**src/rtl/io_uart_tx.sv**
```systemverilog
// io_uart_tx: memory-mapped 8N1 UART transmitter on the 8-bit-address IO bus.
// The CPU pushes bytes into a small TX FIFO. A four-state FSM serialises each
// byte LSB first on tx. Status, baud divider and interrupt enable are readable.
// Optional feature macro: IO_UART_TX_PARITY_EN.
// When it is defined, CTRL[1] enables a parity bit and CTRL[2] selects odd parity.
module io_uart_tx #(
  parameter logic [7:0]  BASE_ADDR   = 8'h40,
  parameter int          FIFO_DEPTH  = 4,
  parameter logic [15:0] DEFAULT_DIV = 16'd15
) (
  input  logic        clk,
  input  logic        resetb,
  input  logic [7:0]  io_addr,
  input  logic        io_en,
  input  logic        io_we,
  input  logic [31:0] io_data_write,
  output logic [31:0] io_data_read,
  output logic        tx,
  output logic        irq
);

  localparam int AW = $clog2(FIFO_DEPTH);
  localparam int CW = AW + 1;

`ifdef IO_UART_TX_PARITY_EN
  typedef enum logic [2:0] {S_IDLE, S_START, S_DATA, S_PARITY, S_STOP} state_t;
`else
  typedef enum logic [1:0] {S_IDLE, S_START, S_DATA, S_STOP} state_t;
`endif

  // Bus decode
  logic w_sel, w_wr;
  logic w_wrTxData, w_wrStatus, w_wrBaud, w_wrCtrl;

  // FIFO
  logic [7:0]    r_mem [FIFO_DEPTH];
  logic [AW-1:0] r_wrPtr, r_rdPtr;
  logic [CW-1:0] r_count;
  logic          w_full, w_empty, w_push, w_pop, w_ovfSet;
  logic [7:0]    w_popData;

  // Control and status registers
  logic [15:0] r_baudDiv;
  logic        r_irqEn;
  logic        r_ovf;
`ifdef IO_UART_TX_PARITY_EN
  logic        r_parEn, r_parOdd;
  logic        r_frameParEn, r_parBit;
  logic        w_frameParEnNext, w_parBitNext;
`endif

  // Serialiser
  state_t      r_state, w_stateNext;
  logic [15:0] r_timer, w_timerNext;
  logic [15:0] r_period, w_periodNext;
  logic [2:0]  r_bitCnt, w_bitCntNext;
  logic [7:0]  r_shift, w_shiftNext;
  logic        r_tx, w_txNext;
  logic        w_bitDone, w_busy;
  logic [31:0] w_ctrlRead;
  logic        w_unused;

  assign w_sel      = io_en & (io_addr[7:4] == BASE_ADDR[7:4]);
  assign w_wr       = w_sel & io_we;
  assign w_wrTxData = w_wr & (io_addr[3:2] == 2'd0);
  assign w_wrStatus = w_wr & (io_addr[3:2] == 2'd1);
  assign w_wrBaud   = w_wr & (io_addr[3:2] == 2'd2);
  assign w_wrCtrl   = w_wr & (io_addr[3:2] == 2'd3);

  // Upper write-data bits and the byte-lane address bits carry no meaning here.
  assign w_unused = ^{io_data_write[31:16], io_addr[1:0]};

  assign w_full    = (r_count == CW'(FIFO_DEPTH));
  assign w_empty   = (r_count == '0);
  assign w_pop     = (r_state == S_IDLE) & ~w_empty;
  // A pop in the same cycle frees a slot, so a push into a full FIFO still fits.
  assign w_push    = w_wrTxData & (~w_full | w_pop);
  assign w_ovfSet  = w_wrTxData & w_full & ~w_pop;
  assign w_popData = r_mem[r_rdPtr];

  assign w_busy    = (r_state != S_IDLE);
  assign w_bitDone = (r_timer == r_period);

  assign tx  = r_tx;
  assign irq = r_irqEn & w_empty & ~w_busy;

  // FIFO storage; contents need no reset because the pointers gate validity.
  always_ff @(posedge clk) begin
    if (w_push) r_mem[r_wrPtr] <= io_data_write[7:0];
  end

  // FIFO pointers and occupancy.
  always_ff @(posedge clk or negedge resetb) begin
    if (!resetb) begin
      r_wrPtr <= '0;
      r_rdPtr <= '0;
      r_count <= '0;
    end else begin
      if (w_push) r_wrPtr <= r_wrPtr + AW'(1);
      if (w_pop)  r_rdPtr <= r_rdPtr + AW'(1);
      if (w_push && !w_pop)      r_count <= r_count + CW'(1);
      else if (!w_push && w_pop) r_count <= r_count - CW'(1);
    end
  end

  // Software-visible registers; overflow setting wins over a same-cycle clear.
  always_ff @(posedge clk or negedge resetb) begin
    if (!resetb) begin
      r_baudDiv <= DEFAULT_DIV;
      r_irqEn   <= 1'b0;
      r_ovf     <= 1'b0;
`ifdef IO_UART_TX_PARITY_EN
      r_parEn   <= 1'b0;
      r_parOdd  <= 1'b0;
`endif
    end else begin
      if (w_wrBaud) r_baudDiv <= io_data_write[15:0];
      if (w_wrCtrl) begin
        r_irqEn  <= io_data_write[0];
`ifdef IO_UART_TX_PARITY_EN
        r_parEn  <= io_data_write[1];
        r_parOdd <= io_data_write[2];
`endif
      end
      if (w_ovfSet)                          r_ovf <= 1'b1;
      else if (w_wrStatus && io_data_write[3]) r_ovf <= 1'b0;
    end
  end

  // Serialiser state register; tx is registered so the pin never glitches.
  always_ff @(posedge clk or negedge resetb) begin
    if (!resetb) begin
      r_state  <= S_IDLE;
      r_timer  <= '0;
      r_period <= '0;
      r_bitCnt <= '0;
      r_shift  <= '0;
      r_tx     <= 1'b1;
`ifdef IO_UART_TX_PARITY_EN
      r_frameParEn <= 1'b0;
      r_parBit     <= 1'b0;
`endif
    end else begin
      r_state  <= w_stateNext;
      r_timer  <= w_timerNext;
      r_period <= w_periodNext;
      r_bitCnt <= w_bitCntNext;
      r_shift  <= w_shiftNext;
      r_tx     <= w_txNext;
`ifdef IO_UART_TX_PARITY_EN
      r_frameParEn <= w_frameParEnNext;
      r_parBit     <= w_parBitNext;
`endif
    end
  end

  // Next-state logic: frame sequencing, bit timing and the next tx level.
  always_comb begin
    w_stateNext  = r_state;
    w_timerNext  = w_bitDone ? 16'd0 : r_timer + 16'd1;
    w_periodNext = r_period;
    w_bitCntNext = r_bitCnt;
    w_shiftNext  = r_shift;
    w_txNext     = 1'b1;
`ifdef IO_UART_TX_PARITY_EN
    w_frameParEnNext = r_frameParEn;
    w_parBitNext     = r_parBit;
`endif
    case (r_state)
      S_IDLE: begin
        w_timerNext = 16'd0;
        if (!w_empty) begin
          w_stateNext  = S_START;
          w_shiftNext  = w_popData;
          w_periodNext = r_baudDiv;
`ifdef IO_UART_TX_PARITY_EN
          w_frameParEnNext = r_parEn;
          w_parBitNext     = (^w_popData) ^ r_parOdd;
`endif
        end
      end
      S_START: begin
        if (w_bitDone) begin
          w_stateNext  = S_DATA;
          w_bitCntNext = 3'd0;
        end
      end
      S_DATA: begin
        if (w_bitDone) begin
          w_shiftNext  = {1'b0, r_shift[7:1]};
          w_bitCntNext = r_bitCnt + 3'd1;
          if (r_bitCnt == 3'd7) begin
`ifdef IO_UART_TX_PARITY_EN
            w_stateNext = r_frameParEn ? S_PARITY : S_STOP;
`else
            w_stateNext = S_STOP;
`endif
          end
        end
      end
`ifdef IO_UART_TX_PARITY_EN
      S_PARITY: begin
        if (w_bitDone) w_stateNext = S_STOP;
      end
`endif
      S_STOP: begin
        if (w_bitDone) w_stateNext = S_IDLE;
      end
      default: w_stateNext = S_IDLE;
    endcase

    case (w_stateNext)
      S_START: w_txNext = 1'b0;
      S_DATA:  w_txNext = w_shiftNext[0];
`ifdef IO_UART_TX_PARITY_EN
      S_PARITY: w_txNext = w_parBitNext;
`endif
      default: w_txNext = 1'b1;
    endcase
  end

`ifdef IO_UART_TX_PARITY_EN
  assign w_ctrlRead = {29'd0, r_parOdd, r_parEn, r_irqEn};
`else
  assign w_ctrlRead = {31'd0, r_irqEn};
`endif

  // Combinational read mux; an unselected or write access reads as zero.
  always_comb begin
    io_data_read = 32'd0;
    if (w_sel && !io_we) begin
      case (io_addr[3:2])
        2'd1:    io_data_read = {28'd0, r_ovf, w_busy, w_empty, w_full};
        2'd2:    io_data_read = {16'd0, r_baudDiv};
        2'd3:    io_data_read = w_ctrlRead;
        default: io_data_read = 32'd0;
      endcase
    end
  end

endmodule
```
**config.mk**
```make
export PLATFORM = sky130hd
export DESIGN_NAME = io_uart_tx
export DESIGN_NICKNAME = d
export VERILOG_FILES = /design/src/rtl/io_uart_tx.sv
export SDC_FILE = /design/constraint.sdc
export NUM_CORES = 1
export LEC_CHECK = 0
export ABC_CLOCK_PERIOD_IN_PS = 2400
export CORE_UTILIZATION = 48
export CTS_CLUSTER_DIAMETER = 60
export CTS_CLUSTER_SIZE = 24
export DETAILED_ROUTE_END_ITERATION = 6
export PLACE_DENSITY = 0.77
export SYNTH_ARGS = -nofsm -noshare
export SYNTH_HDL_FRONTEND = slang
export SYNTH_SLANG_ARGS = --single-unit
```
**constraint.sdc**
```tcl
create_clock -name clk -period 2.4 [get_ports clk]
set_input_delay 0.72 -clock clk [delete_from_list [all_inputs] [get_ports clk]]
set_output_delay 0.72 -clock clk [all_outputs]
set_load 0.01 [all_outputs]
```
* Word level (Yosys, flattened, before mapping)
Memories as Yosys holds them, arrays and structs flattened.
Index checks and enable logic that the tools add are counted.
** Word-level totals
- Bits in registers :: 71
- Latch bits :: 0
- Bits in writable memories :: 32
- ROM bits :: 0
- Output and inout bits :: 34
- Word-level logic and storage cells :: 93
- Memories :: 1
** Operators by class
- $add $sub $neg :: 6
- Multipliers :: 0
- Divide/modulo/power cells :: 0
- $lt $le $gt $ge :: 0
- Eq/ne operators :: 15
- Shift-type cells :: 0
- Muxes and demuxes :: 23
- Bitwise gates (word level) :: 17
- Reductions and logical operators :: 18
** Memories
- r_mem :: words 4, bits a word 8, rd ports 1, clocked after Yosys merged registers in 0, wr ports 1, RTL line 36 : logic [7:0] r_mem [FIFO_DEPTH];
** Operator list (number)
- $mux W16 :: 3
- $pmux W16 S3 :: 1
- $add A16 B1 Y16 const B :: 1
- $eq A16 B16 Y1 :: 1
- $mux W8 :: 2
- $pmux W8 S2 :: 1
- $and A1 B1 Y1 :: 12
- $mux W3 :: 4
- $eq A2 B2 Y1 const B :: 5
- $mux W2 :: 5
- $reduce_bool A2 Y1 :: 5
- $pmux W2 S4 :: 1
- $add A3 B1 Y3 const B :: 2
- $eq A2 B1 Y1 const B :: 3
- $eq A3 B3 Y1 const B :: 2
- $ne A2 B2 Y1 const B :: 3
- $pmux W3 S2 :: 1
- $reduce_and A3 Y1 :: 2
- $add A2 B1 Y2 const B :: 2
- $eq A4 B3 Y1 const B :: 1
- $logic_and A1 B1 Y1 :: 4
- $logic_not A2 Y1 :: 2
- $mux W1 :: 4
- $not A1 Y1 :: 4
- 6 further kinds :: 8

* Longest topological paths before layout
Gate-level depths: netlist of the first run.
- Word-level depth :: 9
- Gate-level depth with buffers :: 10
- Mapped depth without buffers :: 10

* Least setup slack after synthesis of the first run
OpenSTA, ideal clock, no wires.
- Kind :: input-to-reg
- Start point :: input io_addr[6]
- End point :: register r_count[2]
- Arrival time :: 2533 ps
- Required time :: 2321 ps
- Path slack :: -212 ps
- Stages :: 9
- Buffers on the path :: 0
- Path through :: nor2b_1 nand4_1 nor4_2 ha_1 inv_1 fa_1 xor2_1 nor2_1 xor2_1
** Between the ends
- Longest elaborated chain between the ends :: 8
- Elaborated cells between the ends (all ways) :: 10
** Ends and longest elaborated chain
- from (decl) :: RTL line 13 : input logic [7:0] io_addr,
- $eq A4 B3 Y1 * :: RTL line 63 : assign w_sel = io_en & (io_addr[7:4] == BASE_ADDR[7:4]);
- $and A1 B1 Y1 * :: RTL line 63
- $and A1 B1 Y1 * :: RTL line 64 : assign w_wr = w_sel & io_we;
- $and A1 B1 Y1 * :: RTL line 65 : assign w_wrTxData = w_wr & (io_addr[3:2] == 2'd0);
- $and A1 B1 Y1 * :: RTL line 77 : assign w_push = w_wrTxData & (~w_full | w_pop);
- via w_push :: RTL line 39 : logic w_full, w_empty, w_push, w_pop, w_ovfSet;
- $logic_not A1 Y1 :: RTL line 102 : else if (!w_push && w_pop) r_count <= r_count - CW'(1);
- $logic_and A1 B1 Y1 :: RTL line 102
- $reduce_bool A2 Y1 (no line)
- to (signal assigned) :: RTL line 101 : if (w_push && !w_pop) r_count <= r_count + CW'(1);
- to (signal assigned) :: RTL line 102
- to (decl) :: RTL line 38 : logic [CW-1:0] r_count;
Mark *: on every way through the listed nets, which the timed path passes. The rest lies on a longest branch.
A chain may end at the register's enable or synchronous reset.

* Final worst setup path of the first run
- Start point :: input io_addr[2]
- End point :: output io_data_read[14]
** Between the ends
- Longest elaborated chain between the ends :: 3
- Elaborated cells between the ends (all ways) :: 5
** Ends and longest elaborated chain
- $eq A2 B2 Y1 or $eq A2 B1 Y1 (tied branches) :: RTL line 232 : case (io_addr[3:2])
- $pmux W16 S3 * :: RTL line 232
- $mux W16 * :: RTL line 231 : if (w_sel && !io_we) begin
- to (decl) :: RTL line 17 : output logic [31:0] io_data_read,
Mark *: on every way between the ends. The rest lies on a longest branch, timed or not.

==> qor.tcl, run 1 <==
set qor(outcome) {finished, violations left}
set qor(violations) {setup timing}
set qor(start_util_pct) 49.6
set qor(first_pass_grt_wire_length_mm) 15.6
set qor(drc) 0
set qor(cts.htree.levels) 3
set qor(syn-mean-instance-area_sq_um) 11.9
set qor(post-route-period-util_pct) 104
set qor(routed-via-count) 3255
set qor(hold_class) {input port to asynchronous set/reset pin}
set qor(finalMaxSlewViolations) 0
set qor(gpl.final_weighted_congestion) 0.906
set qor(die_y_um) 102
set qor(critical_path.slowest_cell) {sky130_fd_sc_hd__clkdlybuf4s15_2}
set qor(postCtsHoldBufs) 0
set qor(n_antenna_cell) 0
set qor(post-route-util_pct) 60.8
set qor(boundary_pins) 78
set qor(timing.critical_path.mode_cell) {sky130_fd_sc_hd__buf_6}
set qor(hold_ws_ns) 0.361
set qor(maxCapViolations) 0
set qor(post_synthesis_cell_count) 408
set qor(grt_use_total_pct) 19.9
set qor(synth-seq-area-share_pct) 56.7
set qor(cts_tree) {yes}
set qor(syn_to_final_growth_pct) 22.7
set qor(worst_skew_pair.late_latency_ns) 0.36
set qor(synth_cell_type_count) 45
set qor(number_of_nets_still_failing_antenna_checks_after_routing) 0
set qor(drtPass1Iterations) 4
set qor(critical-path-max-stage-delay_ns) 0.22
set qor(static-leakage-power_nw) 2.71
set qor(cts_sinks) 103
set qor(initialDrtViolationCount) 156
set qor(minimum_clock_period_ns) 2.50
set qor(start_kind) {input port}
set qor(power_mw) 5.02
set qor(synth-warning-count) 0
set qor(cp.buffers_inverters) 5
set qor(cellPowerDensity_nw_per_um2) 845
set qor(nets) 541
set qor(grt_pass1_vias) 3202
set qor(clk_pin_slew_worst_paths_ns) 0.10
set qor(chipWidth_um) 102
set qor(layout_setup_ws_ns) -0.102
set qor(final_layout_size_suffix_gt1_share_pct) 29.6
set qor(place.port_buffers) 43
set qor(fp.dieArea_sq_um) 10500
set qor(grt_setup_unrepaired) {true}
set qor(fmaxAchievable_mhz) 400
set qor(path_cells) {clkdlybuf4s15_2, nor2b_4, nor2b_4, buf_6, buf_6, buf_6, and2_4, buf_6}
set qor(grt_start_max_net_pins) 72
set qor(clock_tree.buffer_depth) 2
set qor(floorplan.rows) 36
set qor(report.final.hold_viol_count) 0
set qor(post_synth_instance_area_sq_um) 4840
set qor(antenna_violations_before_repair) 0
set qor(ys_ff_latch) 103
set qor(critical_path_class) {input port to output port}
set qor(cts_buffers) 9
set qor(via_per_inst) 5.20
set qor(cp_max_fo) 4
set qor(worst_setup_path_end_kind) {output port}
set qor(vdd_ir_drop_max_v) 0.000445
set qor(cpLargestDelayFamily) {buffers and inverters}
set qor(grt-ovfl-total) 0
set qor(critical_path_required_ns) 1.68
set qor(worst_slew_margin_rel_pct) 57.8
set qor(design.core.area_sq_um) 9770
set qor(arrival_ns) 1.78
set qor(finalSetupViolations) 12
set qor(timing_worst_slew_pin_value_ns) 0.633
set qor(postRouteWirelength_mm) 9.72
set qor(clock_skew_ns) 0.0113
set qor(clock_tree.root_cell) {sky130_fd_sc_hd__clkbuf_8}
set qor(post-dp-hpwl_mm) 6.64
set qor(post_drt_wl_per_cell_um) 15.5
==> metal layers <==
| layer | track usage (%) | wire length [um] |
|---|---|---|
| met1 | 27.3 | 4390 |
| met3 | 3.35 | 284 |
| met4 | 5.82 | 135 |
| met5 | 0 | 0 |
| met2 | 32.5 | 4900 |
==> cell type report <==
cell class              count  area (sq um)
clock buffers              10           128
clock inverters             6          50.0
fillers                   742          3830
inverters                   6          22.5
multi-input cells         283          2030
flip-flops and latches    103          2750
well taps                 133           166
repair buffers             85           798
==> final timing paths <==
kind / endpoint / depth (start not counted) / start / slack [ns]
worst min register to register: r_period[15] / 2 / r_period[15] / 0.51
max in group asynchronous: tx / 2 / resetb / 1.69
min in group clk: r_period[15] / 2 / r_period[15] / 0.51
worst max-delay path: io_data_read[14] / 8 / io_addr[2] / -0.10
worst max register to register: r_shift[3] / 5 / r_timer[5] / 0.28
worst min-delay path: r_baudDiv[13] / 2 / resetb / 0.36
==> Yosys cell counts <==
| cell | number | area [sq um] |
|---|---|---|
| sky130_fd_sc_hd__xor2_1 | 26 | 228 |
| sky130_fd_sc_hd__conb_1 | 1 | 3.75 |
| sky130_fd_sc_hd__a311oi_1 | 1 | 8.76 |
| sky130_fd_sc_hd__nand4_1 | 3 | 18.8 |
| sky130_fd_sc_hd__nor4_2 | 3 | 37.5 |
| sky130_fd_sc_hd__inv_1 | 5 | 18.8 |
| sky130_fd_sc_hd__o21ai_2 | 1 | 8.76 |
| sky130_fd_sc_hd__a21oi_1 | 6 | 30.0 |
| sky130_fd_sc_hd__nand3_1 | 8 | 40.0 |
| sky130_fd_sc_hd__nor2b_1 | 4 | 25.0 |
| sky130_fd_sc_hd__buf_6 | 4 | 45.0 |
| sky130_fd_sc_hd__buf_2 | 5 | 25.0 |
| sky130_fd_sc_hd__a22oi_1 | 3 | 22.5 |
| sky130_fd_sc_hd__or2_2 | 1 | 6.26 |
| sky130_fd_sc_hd__nand2_1 | 70 | 263 |
| sky130_fd_sc_hd__ha_1 | 8 | 100 |
| sky130_fd_sc_hd__a31oi_1 | 1 | 6.26 |
| sky130_fd_sc_hd__buf_4 | 16 | 120 |
| sky130_fd_sc_hd__edfxtp_1 | 32 | 961 |
| sky130_fd_sc_hd__xnor2_1 | 11 | 96.3 |
| sky130_fd_sc_hd__fa_1 | 1 | 20.0 |
| sky130_fd_sc_hd__nand2b_1 | 3 | 18.8 |
| sky130_fd_sc_hd__nor3_1 | 3 | 15.0 |
| sky130_fd_sc_hd__and4_1 | 1 | 8.76 |
| sky130_fd_sc_hd__inv_2 | 1 | 3.75 |
| sky130_fd_sc_hd__nor4_1 | 4 | 25.0 |
| sky130_fd_sc_hd__o32ai_1 | 1 | 8.76 |
| sky130_fd_sc_hd__a221o_1 | 6 | 60.1 |
| sky130_fd_sc_hd__nor3_2 | 1 | 10.0 |
| sky130_fd_sc_hd__a31oi_2 | 1 | 12.5 |
| sky130_fd_sc_hd__mux4_2 | 5 | 113 |
| sky130_fd_sc_hd__and2_1 | 20 | 125 |
| sky130_fd_sc_hd__a22o_1 | 3 | 26.3 |
| sky130_fd_sc_hd__mux2_2 | 19 | 214 |
| sky130_fd_sc_hd__mux4_1 | 3 | 78.8 |
| sky130_fd_sc_hd__and2_2 | 2 | 15.0 |
| sky130_fd_sc_hd__dfstp_2 | 5 | 131 |
| sky130_fd_sc_hd__and3_1 | 4 | 25.0 |
| sky130_fd_sc_hd__nor2_1 | 31 | 116 |
| sky130_fd_sc_hd__clkbuf_1 | 6 | 22.5 |
| sky130_fd_sc_hd__o2bb2ai_1 | 1 | 8.76 |
| sky130_fd_sc_hd__dfrtp_1 | 66 | 1650 |
| sky130_fd_sc_hd__o21ai_0 | 10 | 50.1 |
| sky130_fd_sc_hd__nand4b_1 | 1 | 8.76 |
| sky130_fd_sc_hd__mux2i_1 | 1 | 10.0 |
==> cells in the final DEF, fill, tap and decap left out, drive strengths merged, types with 2 or more instances in the layout <==
cell and instances:
a21oi 6, a221o 6, a22o 3, a22oi 3
a31oi 2, and2 22, and3 4, buf 64
clkbuf 12, clkdlybuf4s50 17, clkinvlp 2, conb 16
dfrtp 66, dfstp 5, edfxtp 32, ha 8
inv 10, mux2 19, mux4 8, nand2 70
nand2b 3, nand3 8, nand4 3, nor2 31
nor2b 4, nor3 4, nor4 7, o21ai 11
xnor2 11, xor2 26
==> registers in the layout (all words and copies together) (netlist names) <==
name	cells
r_baudDiv	16
r_bitCnt	3
r_count	3
r_irqEn	1
r_mem	32
r_ovf	1
r_period	16
r_rdPtr	2
r_shift	8
r_state	2
r_timer	16
r_wrPtr	2
tx	1
==> report_power, final <==
| part | total (mW) | leakage, nW | switching, mW | internal (mW) |
|---|---|---|---|---|
| Sequential | 2.50 | 1.19 | 0.351 | 2.15 |
| Combinational | 1.53 | 1.44 | 0.789 | 0.744 |
| Clock | 0.992 | 0.0843 | 0.599 | 0.393 |
==> worst register-to-register path, delay by kind of cell, from the launching register on <==
family          cells  cell delay (ns)
flops               1             0.46
simple gates        2             0.81
xor+xnor            1             0.17
compound gates      2             0.57
==> what timing repair did <==
| item | CTS | global route |
|---|---|---|
| setup endpoints to repair | 19 | 34 |
| cloned | 1 | 0 |
| pin swaps | 12 | 6 |
| resized for setup | 107 | 29 |
| buffers inserted | 15 | 3 |
==> cells by family after synthesis <==
group	Yosys count	synth area share (%)
AO/OA/AOI/OAI	34	5.01
XOR/XNOR	37	6.69
adder cells (fa/ha/maj)	9	2.48
buffers and inverters	37	4.86
flip-flops	103	56.7
multiplexers	28	8.58
other	1	0.0774
AND/OR/NAND/NOR	159	15.7
==> stage by stage <==
| step | instances | cell area [sq um] | worst slack (ns) | setup TNS (ns) |
|---|---|---|---|---|
| CTS | 624 | 5880 | -0.105 | -0.866 |
| detailed placement | 592 | 5560 | -0.719 | -21.02 |
| floorplan | 423 | 4920 | -0.105 | -0.193 |
| finish | 626 | 5940 | -0.102 | -0.715 |
| global placement | 592 | 5560 | -0.697 | -20.11 |
| global route | 626 | 5940 | -0.157 | -1.60 |
(Power assumes the default switching activity.)
==> inputs of run 2 (changes only) <==
--- a/config.mk
+++ b/config.mk
@@ -10,7 +10,9 @@
 export CTS_CLUSTER_DIAMETER = 60
 export CTS_CLUSTER_SIZE = 24
 export DETAILED_ROUTE_END_ITERATION = 6
+export MAX_ROUTING_LAYER = met4
 export PLACE_DENSITY = 0.77
+export REMOVE_ABC_BUFFERS = 1
 export SYNTH_ARGS = -nofsm -noshare
 export SYNTH_HDL_FRONTEND = slang
 export SYNTH_SLANG_ARGS = --single-unit
==> run 2 against run 1 <==
  * The run still ends with setup timing left
  * Clock-buffer cell count fell by 1
  * Clock skew barely moved
  * Sequential share of layout area rose by 0.32 points
  * Global-route usage rose by 1.1 points
  * Via count fell by 1.8%
  * Cell count fell by 1.8%
  * Combinational power barely moved
  * Maximum frequency rose by 2.1%
  * Wire length fell by 0.99%
  * Cell area fell by 0.69%
  * Clock power rose by 19%
  * Largest power group unchanged
==> qor.tcl, run 2 (synthesis results as in run 1) <==
set qor(outcome) {finished, violations left} ;# unchanged
set qor(violations) {setup timing} ;# unchanged
set qor(clock_tree.root_cell) {sky130_fd_sc_hd__clkbuf_8} ;# unchanged
set qor(start_util_pct) 49.6 ;# unchanged
set qor(critical_path.slowest_cell) {sky130_fd_sc_hd__nor2b_4} ;# was sky130_fd_sc_hd__clkdlybuf4s15_2
set qor(worst_slew_margin_rel_pct) 57.1 ;# was 57.8%
set qor(finalMaxSlewViolations) 0 ;# unchanged
set qor(post-route-period-util_pct) 102 ;# was 104%
set qor(n_antenna_cell) 0 ;# unchanged
set qor(largest-register) {r_mem} ;# unchanged
set qor(r2r_start) {r_timer[5]} ;# unchanged
set qor(capturing_point_of_the_worst_reg2reg_path) {r_shift[3]} ;# unchanged
set qor(ff2ff_setup_slack_ns) 0.23 ;# was 0.28 ns
set qor(drc) 0 ;# unchanged
set qor(cts_buffers) 9 ;# unchanged
set qor(boundary_pins) 78 ;# unchanged
set qor(cp-endpoint) {io_data_read[12]} ;# was io_data_read[14]
set qor(critical_path_depth) 8 ;# unchanged
set qor(grt_use_total_pct) 21.0 ;# was 19.9%
set qor(via_per_inst) 5.20 ;# about the same
set qor(place_worst_setup_slack_ns) -0.816 ;# was -0.719 ns
set qor(static-leakage-power_nw) 2.67 ;# was 2.71 nW
set qor(clock_tree.buffer_depth) 2 ;# unchanged
set qor(worst_setup_path_end_kind) {output port} ;# unchanged
set qor(hold_class) {input port to asynchronous set/reset pin} ;# unchanged
set qor(finalSetupViolations) 3 ;# was 12
set qor(routed-via-count) 3197 ;# was 3255
set qor(layout.cells.most_common_list) {sky130_fd_sc_hd__nand2_1 (70), sky130_fd_sc_hd__dfrtp_1 (64), sky130_fd_sc_hd__edfxtp_1 (32)} ;# unchanged
set qor(cts_tree) {yes} ;# unchanged
set qor(fmaxAchievable_mhz) 408 ;# was 400 MHz
set qor(report.final.hold_viol_count) 0 ;# unchanged
set qor(die_y_um) 102 ;# unchanged
set qor(critical-path-max-stage-delay_ns) 0.21 ;# was 0.22 ns
set qor(grt_setup_unrepaired) {true} ;# unchanged
set qor(minimum_clock_period_ns) 2.45 ;# was 2.50 ns
set qor(timing_worst_slew_pin_value_ns) 0.637 ;# was 0.633 ns
set qor(design.core.area_sq_um) 9770 ;# unchanged
set qor(initialDrtViolationCount) 210 ;# was 156
set qor(crit_path_start) {io_addr[7]} ;# was io_addr[2]
set qor(cp.buffers_inverters) 4 ;# was 5
set qor(cellPowerDensity_nw_per_um2) 879 ;# was 845 nW/um^2
set qor(postCtsHoldBufs) 0 ;# unchanged
set qor(start_kind) {input port} ;# unchanged
set qor(floorplan.rows) 36 ;# unchanged
set qor(maxCapViolations) 0 ;# unchanged
set qor(chipWidth_um) 102 ;# unchanged
set qor(worst-r2r-cell-count) 5 ;# unchanged
set qor(power_mw) 5.18 ;# was 5.02 mW
set qor(grt-ovfl-total) 0 ;# unchanged
set qor(post-dp-hpwl_mm) 6.71 ;# was 6.64 mm
set qor(timing.critical_path.mode_cell) {sky130_fd_sc_hd__buf_6} ;# unchanged
set qor(place.port_buffers) 43 ;# unchanged
set qor(cts_sinks) 103 ;# unchanged
set qor(placed_cells_incl_taps) 592 ;# unchanged
set qor(largest_register_ffs) 32 ;# unchanged
set qor(path_cells) {buf_6, nor2b_4, nand4b_1, nor2b_4, buf_6, buf_6, and2_4, buf_6} ;# was clkdlybuf4s15_2, nor2b_4, nor2b_4, buf_6, buf_6, buf_6, and2_4, buf_6
set qor(fp.dieArea_sq_um) 10500 ;# unchanged
set qor(syn_to_final_growth_pct) 21.8 ;# was 22.7%
set qor(global_route.usage.met2_pct) 31.5 ;# was 32.5%
set qor(arrival_ns) 1.73 ;# was 1.78 ns
set qor(finish.cell_count_without_fillers) 615 ;# was 626
set qor(layout_setup_ws_ns) -0.0501 ;# was -0.102 ns
set qor(commonest_non_fill_non_tap_cell_in_the_layout) {sky130_fd_sc_hd__nand2_1} ;# unchanged
set qor(clock_skew_ns) 0.0117 ;# was 0.0113 ns
set qor(postRouteWirelength_mm) 9.62 ;# was 9.72 mm
set qor(cts.htree.levels) 3 ;# unchanged
set qor(grt_pass1_vias) 3161 ;# was 3202
set qor(hold_ws_ns) 0.175 ;# was 0.361 ns
set qor(vdd_ir_drop_max_v) 0.000436 ;# was 0.000445 V
set qor(cp_max_fo) 3 ;# was 4
set qor(first_pass_grt_wire_length_mm) 15.7 ;# was 15.6 mm
set qor(top_usage_layer_grt) {met2} ;# unchanged
set qor(number_of_nets_still_failing_antenna_checks_after_routing) 0 ;# unchanged
set qor(clk_pin_slew_worst_paths_ns) 0.09 ;# was 0.10 ns
set qor(global_route.usage.met1_pct) 27.3 ;# about the same
set qor(drtPass1Iterations) 4 ;# unchanged
set qor(worst_skew_pair.late_latency_ns) 0.38 ;# was 0.36 ns
set qor(global_route.usage.met3_pct) 3.56 ;# was 3.35%
set qor(cpLargestDelayFamily) {simple AND/OR/NAND/NOR gates} ;# was buffers and inverters
set qor(post_drt_wl_per_cell_um) 15.6 ;# was 15.5 um
set qor(nets) 530 ;# was 541
set qor(grt_start_max_net_pins) 41 ;# was 72
set qor(antenna_violations_before_repair) 0 ;# unchanged
set qor(gpl.final_weighted_congestion) 0.887 ;# was 0.906
set qor(critical_path_required_ns) 1.68 ;# about the same
set qor(critical_path_class) {input port to output port} ;# unchanged
set qor(final_layout_size_suffix_gt1_share_pct) 27.0 ;# was 29.6%
-- run 2: cell types whose count changed in the layout (fill, tap and decap cells not counted), moves of 3 or more --
cell                     before  now
sky130_fd_sc_hd__buf_4       30   20
sky130_fd_sc_hd__inv_6        4    1
sky130_fd_sc_hd__nor2_1      27   30
sky130_fd_sc_hd__nor2_2       3    0
-- run 2: per-layer routing --
layer / wire (um) / up-vias
met5: 0 / -
met2: 4610 / 90
met3: 409 / 15
met4: 218 / 0
li1: - / 1516
met1: 4380 / 1576
-- run 2: power by group --
| part | total [mW] | internal [mW] | switching, mW |
|---|---|---|---|
| Combinational | 1.50 | 0.703 | 0.795 |
| Clock | 1.18 | 0.589 | 0.588 |
| Sequential | 2.51 | 2.15 | 0.364 |
| Total | 5.18 | 3.44 | 1.75 |
-- run 2: metrics by stage --
| step | TNS (ns) | area (sq um) | util (%) |
|---|---|---|---|
| after floorplan | -7.52 | 4690 | - |
| after global placement | -22.27 | 5540 | 56.7 |
| after detailed placement | -23.79 | 5540 | 56.7 |
| after CTS | -0.577 | 5860 | 59.9 |
| after global routing | -0.952 | 5900 | 60.4 |
| final | -0.102 | 5900 | 60.4 |
-- run 2: how the worst min path moves through the flow --
stage             startpoint       endpoint  slack [ns]  cells past startpoint
3_5_place_dp    r_baudDiv[8]    r_period[8]        0.48                      2
6_report              resetb     r_count[0]        0.17                      1
2_1_floorplan         resetb  r_baudDiv[10]        0.42                      0
3_3_place_gp   r_baudDiv[13]   r_period[13]        0.47                      2
4_1_cts               resetb     r_count[0]        0.17                      1
5_1_grt               resetb     r_count[0]        0.17                      1
-- run 2: layout make-up --
type | instances | area [sq um]
Clock buffer | 9 | 124
Clock inverter | 7 | 95.1
Fill cell | 772 | 3870
Inverter | 6 | 22.5
Multi-Input combinational cell | 283 | 2010
Sequential cell | 103 | 2750
Tap cell | 133 | 166
Timing Repair Buffer | 74 | 734
-- run 2: repair_timing --
item,CTS,global route
gates resized for setup,120,20
endpoints found under the setup margin,19,18
gates cloned,1,0
pin swaps,7,6
buffers inserted,9,1
-- run 2: worst reg2reg max path, delay by kind of cell (launching register included) --
kind            cells  cell delay, ns
simple gates        2            0.89
flops               1            0.47
xor+xnor            1            0.17
compound gates      2            0.54
